[src/rtl/main_mem_arbiter.sv]
// rtl/main_mem_arbiter.sv - round-robin two-requester arbiter for the main-memory port
// Latches the winning request, routes memory ready/data to the owner, aborts on watchdog expiry.
module main_mem_arbiter #(
    parameter int TIMEOUT = 1024
) (
    input  logic        clk,
    input  logic        reset,

    input  logic [31:0] rq0_rd_addr,
    input  logic        rq0_rd_valid,
    output logic [31:0] rq0_rd_data,
    output logic        rq0_rd_ready,
    input  logic [31:0] rq0_wr_addr,
    input  logic [31:0] rq0_wr_data,
    input  logic        rq0_wr_valid,
    output logic        rq0_wr_ready,

    input  logic [31:0] rq1_rd_addr,
    input  logic        rq1_rd_valid,
    output logic [31:0] rq1_rd_data,
    output logic        rq1_rd_ready,
    input  logic [31:0] rq1_wr_addr,
    input  logic [31:0] rq1_wr_data,
    input  logic        rq1_wr_valid,
    output logic        rq1_wr_ready,

    output logic [31:0] main_mem_in_addr,
    output logic [31:0] main_mem_in_data,
    output logic        main_mem_in_valid,
    input  logic        main_mem_in_ready,
    output logic [31:0] main_mem_out_addr,
    output logic        main_mem_out_valid,
    input  logic [31:0] main_mem_out_data,
    input  logic        main_mem_out_ready,

    output logic        busy,
    output logic        owner,
    output logic        timeout_err
);

    localparam int CW = (TIMEOUT > 1) ? $clog2(TIMEOUT + 1) : 1;
    localparam logic [CW-1:0] TMO = CW'(TIMEOUT);

    typedef enum logic {
        S_IDLE = 1'b0,
        S_BUSY = 1'b1
    } state_e;

    state_e          state_q, state_d;
    logic            last_grant_q, last_grant_d;
    logic            owner_q, owner_d;
    logic            op_wr_q, op_wr_d;
    logic [31:0]     addr_q, addr_d;
    logic [31:0]     data_q, data_d;
    logic [CW-1:0]   cnt_q, cnt_d;
    logic            timeout_err_q, timeout_err_d;

    logic            pend0, pend1, any_pend;
    logic            winner, win_wr;
    logic            mem_done, abort, done_pulse;

    always_comb begin
        pend0    = rq0_rd_valid | rq0_wr_valid;
        pend1    = rq1_rd_valid | rq1_wr_valid;
        any_pend = pend0 | pend1;
        // On a tie the requester that did not win last time goes next.
        winner   = (pend0 && pend1) ? ~last_grant_q : pend1;
        win_wr   = winner ? rq1_wr_valid : rq0_wr_valid;
        mem_done = (state_q == S_BUSY) &&
                   (op_wr_q ? main_mem_in_ready : main_mem_out_ready);
        abort    = (state_q == S_BUSY) && (TIMEOUT != 0) &&
                   (cnt_q == TMO) && !mem_done;
        done_pulse = mem_done | abort;
    end

    always_ff @(posedge clk or posedge reset) begin
        if (reset) begin
            state_q <= S_IDLE;
        end else begin
            state_q <= state_d;
        end
    end

    always_comb begin
        state_d = state_q;
        case (state_q)
            S_IDLE: if (any_pend) state_d = S_BUSY;
            S_BUSY: if (done_pulse) state_d = S_IDLE;
            default: state_d = S_IDLE;
        endcase
    end

    always_comb begin
        last_grant_d  = last_grant_q;
        owner_d       = owner_q;
        op_wr_d       = op_wr_q;
        addr_d        = addr_q;
        data_d        = data_q;
        cnt_d         = cnt_q;
        timeout_err_d = timeout_err_q | abort;
        if (state_q == S_IDLE) begin
            if (any_pend) begin
                owner_d      = winner;
                op_wr_d      = win_wr;
                last_grant_d = winner;
                cnt_d        = '0;
                if (winner) begin
                    addr_d = win_wr ? rq1_wr_addr : rq1_rd_addr;
                    if (win_wr) data_d = rq1_wr_data;
                end else begin
                    addr_d = win_wr ? rq0_wr_addr : rq0_rd_addr;
                    if (win_wr) data_d = rq0_wr_data;
                end
            end
        end else begin
            cnt_d = cnt_q + CW'(1);
        end
    end

    always_ff @(posedge clk or posedge reset) begin
        if (reset) begin
            last_grant_q  <= 1'b1;
            owner_q       <= 1'b0;
            op_wr_q       <= 1'b0;
            addr_q        <= '0;
            data_q        <= '0;
            cnt_q         <= '0;
            timeout_err_q <= 1'b0;
        end else begin
            last_grant_q  <= last_grant_d;
            owner_q       <= owner_d;
            op_wr_q       <= op_wr_d;
            addr_q        <= addr_d;
            data_q        <= data_d;
            cnt_q         <= cnt_d;
            timeout_err_q <= timeout_err_d;
        end
    end

    always_comb begin
        busy               = (state_q == S_BUSY);
        owner              = owner_q;
        timeout_err        = timeout_err_q;
        main_mem_out_valid = busy & ~op_wr_q;
        main_mem_in_valid  = busy & op_wr_q;
        main_mem_out_addr  = addr_q;
        main_mem_in_addr   = addr_q;
        main_mem_in_data   = data_q;
        rq0_rd_ready       = done_pulse & ~owner_q & ~op_wr_q;
        rq0_wr_ready       = done_pulse & ~owner_q &  op_wr_q;
        rq1_rd_ready       = done_pulse &  owner_q & ~op_wr_q;
        rq1_wr_ready       = done_pulse &  owner_q &  op_wr_q;
        // An aborted read returns all-ones so the requester can tell it from real data.
        rq0_rd_data        = (abort & ~op_wr_q) ? 32'hffff_ffff : main_mem_out_data;
        rq1_rd_data        = rq0_rd_data;
    end

endmodule
[config.mk]
export PLATFORM = sky130hd
export DESIGN_NAME = main_mem_arbiter
export DESIGN_NICKNAME = d
export VERILOG_FILES = /design/src/rtl/main_mem_arbiter.sv
export SDC_FILE = /design/constraint.sdc
export NUM_CORES = 1
export LEC_CHECK = 0
export CORE_AREA = 8 8 151 153
export CTS_CLUSTER_DIAMETER = 120
export DETAILED_ROUTE_END_ITERATION = 8
export DIE_AREA = 0 0 159 161
export PLACE_DENSITY = 0.73
export SETUP_SLACK_MARGIN = 0.1
export SKIP_CTS_REPAIR_TIMING = 1
export SYNTH_ARGS = -nofsm -noshare
export SYNTH_HDL_FRONTEND = slang
export SYNTH_SLANG_ARGS = --single-unit
[constraint.sdc]
create_clock -name clk -period 2.7 [get_ports clk]
set_input_delay 0.27 -clock clk [delete_from_list [all_inputs] [get_ports clk]]
set_output_delay 0.27 -clock clk [all_outputs]
set_load 0.05 [all_outputs]
==> impl_metrics.csv <==
group,metric,value,unit
floorplan,initial_core_util,24.6,%
detailed_routing,drt-vias-per-instance,4.48,
job,cap_violations,0,
placed_design,dp_cells,1108,
yosys,yosysWarnings,0,
worst_setup_path,cp.required,2.43,ns
power,cellPowerDensity,1040,nW/um^2
worst_setup_path,r2r_setup_slack,0.75,ns
worst_setup_path,crit_chain,"or4b_4 -> o32ai_2 -> nor3b_2 -> buf_12",
worst_setup_path,startpoint,"cnt_q[5]",
yosys,netlist_top_cells_area,"dfrtp_1 39%, mux2i_1 14%, buf_4 9.8%",
yosys,synth_top_cell_by_area,"dfrtp_1",
yosys,avgSynthCellArea,9.84,um^2
worst_setup_path,rr_startpoint,"last_grant_q",
yosys,synthArstFlopShare,100,%
detailed_routing,post_drt_wl_per_cell,20.1,um
yosys,synth_nets,747,
layout,design_area,9950,um^2
timing,timing.final.ws_setup,0.173,ns
yosys,syn_inst,513,
global_routing,grt_start_max_net_pins,81,
worst_setup_path,cpMaxStageDelayCell,"or4b_4",
timing,finalCriticalPeriod,2.53,ns
floorplan,core_area,20600,um^2
power,irDropWorstVdd,0.516,mV
layout,drive_gt1_share,18.5,%
clocking,cts_buffers,9,
worst_setup_path,criticalPathCategory,"register to output port",
yosys,seq_area_frac_synth,39.7,%
placed_design,port_buffers,400,
worst_setup_path,cp_num_buf_inv,1,
detailed_routing,ant_nets,0,
global_routing,grt.overflow.total,0,
worst_setup_path,arrival,2.26,ns
placed_design,dp_hpwl,18600,um
detailed_routing,wl_met1,8810,um
floorplan,die_x,159,um
timing,max-slew-margin-rel,58.5,%
timing,report.final.slew_viol_count,0,
clocking,clkLatencyLatePin,0.34,ns
min_path,hold_class,"primary input to asynchronous set/reset pin",
yosys,netlist.area_leader.share,39.2,%
worst_setup_path,r2r_end,"main_mem_in_addr[24]",
layout,fin_cells,1125,
clocking,cts_tree,"done",
timing,finalSetupTns,0,ns
worst_setup_path,crit_path_end,"rq0_rd_ready",
floorplan,pin_count,401,
worst_setup_path,startpoint_type,"register",
layout,nets,1078,
worst_setup_path,crit_fanout,5,
clocking,clock-root-buffer,"clkbuf_16",
yosys,synth-seq-cells,80,
placed_design,pre_cts_slack,0.323,ns
detailed_routing,drtIter0Drc,190,
worst_setup_path,r2r_cells,5,
timing,tightest_slew,0.621,ns
layout,area_delta_synth_final,97.2,%
timing,setup_viol,0,
layout,fin_util,48.4,%
detailed_routing,drcViolationCount,0,
floorplan,dieArea,25600,um^2
detailed_routing,routed-via-count,5045,
yosys,yosysMostFrequentCell,"dfrtp_1",
timing,rsz0062_at_grt,"yes",
power,leakage,4.12,nW
placed_design,place.gp.congestion,0.848,
timing,fmax,396,MHz
global_routing,grt_pass1_wl,34300,um
yosys,synth_edf_count,0,
clocking,cts_buffer_depth,2,
clocking,htreeDepth,3,
global_routing,grtUsageTotal,17.1,%
detailed_routing,met2WireLength,11700,um
detailed_routing,routed_wl,22600,um
clocking,cts.sinks,80,
timing,clock_skew,0.00639,ns
timing,period_share,93.6,%
floorplan,dieHeight,161,um
global_routing,grt_pass1_vias,5507,
worst_setup_path,critical_path_depth,4,
clocking,path_clk_slew,0.06,ns
worst_setup_path,crit_family,"simple AND/OR/NAND/NOR gates",
yosys,ys_types,43,
yosys,syn-cell-area,5050,um^2
yosys,ys_top_cells_by_count,"79 x dfrtp_1, 69 x mux2i_1, 66 x buf_4",
status,outcome,"complete, no violations",
detailed_routing,top_layer_used,"met4",
placed_design,placed_area,9580,um^2
detailed_routing,drt_pass1_iterations,4,
yosys,ys.flop_type,"dfrtp_1",
global_routing,antenna_found_initial,0,
worst_setup_path,cpPeakStageDelay,0.57,ns
floorplan,num_rows,53,
power,power,10.3,mW
timing,whs,0.334,ns
worst_setup_path,critical_path.endpoint_type,"output port",
detailed_routing,dr_wl_met3,1780,um
timing,hold_viol,0,
==> per-layer routing <==
| metal | GRT usage [%] | up-vias |
|---|---|---|
| met1 | 19.3 | 2365 |
| li1 | - | 2414 |
| met4 | 4.42 | 0 |
| met3 | 5.93 | 22 |
| met2 | 30.4 | 244 |
| met5 | 0 | - |
==> kinds of logic (layout without fill, tap and decap cells) <==
family	count (synthesis)	in the layout	synth area share (%)
and+or+nand+nor	146	146	13.9
AOI/OAI and AO/OA	114	114	17.7
buffers and inverters	100	436	14.2
DFF	80	80	39.7
muxes	69	69	13.7
adders and majority gates	2	2	0.496
xor gates and xnor gates	2	2	0.347
other	0	1	0
==> cells in the final DEF, fill, tap and decap left out, types with 2 or more instances in the layout <==
cell type / n
nor2_1: 48
nand2b_1: 15
nand3_1: 4
o21ai_0: 4
nor3_1: 2
clkdlybuf4s50_1: 331
buf_4: 9
and3_1: 3
bufinv_16: 2
ha_1: 2
nand2b_2: 17
o31ai_1: 3
o21ai_4: 2
nand2_1: 46
clkinvlp_4: 2
a211oi_2: 30
mux2i_1: 69
inv_1: 5
o22ai_1: 32
o21ai_1: 31
dfrtp_1: 79
clkbuf_16: 9
a21oi_1: 2
xor2_1: 2
clkinv_2: 2
nand4_1: 3
buf_12: 73
a211oi_1: 2
o211ai_1: 2
==> power by group <==
group / leakage, nW / internal, mW / switching (mW)
Clock: 0.152 / 0.834 / 0.498
Sequential: 0.949 / 1.72 / 0.453
Combinational: 3.02 / 2.51 / 4.32
Total: 4.12 / 5.07 / 5.27
==> registers in the layout, indices dropped and copies added (netlist names) <==
| signal | cells |
|---|---|
| timeout_err | 1 |
| main_mem_in_addr | 32 |
| cnt_q | 11 |
| owner | 1 |
| main_mem_in_data | 32 |
| last_grant_q | 1 |
| op_wr_q | 1 |
| busy | 1 |
==> tightest hold or removal path: stages <==
cell	delay (ns)
clkdlybuf4s50_1	0.42
clkinv_2	0.07
buf_12	0.35
==> cell type report <==
cell class / count / area (um^2)
repair buffers: 414 / 4850
diodes: 1 / 2.50
clock buffers: 11 / 243
clock inverters: 5 / 80.1
well taps: 275 / 344
flip-flops and latches: 80 / 2000
inverters: 6 / 23.8
fillers: 1853 / 10600
multi-input cells: 333 / 2400
==> how the worst min path moves through the flow <==
stage | end | slack (ns)
3_3_place_gp | main_mem_in_data[9] | 0.46
4_1_cts | main_mem_in_data[25] | 0.37
3_5_place_dp | main_mem_in_data[7] | 0.48
5_1_grt | main_mem_in_addr[8] | 0.40
2_1_floorplan | main_mem_in_addr[15] | 0.44
6_report | main_mem_in_addr[8] | 0.33
(Power assumes the default switching activity.)
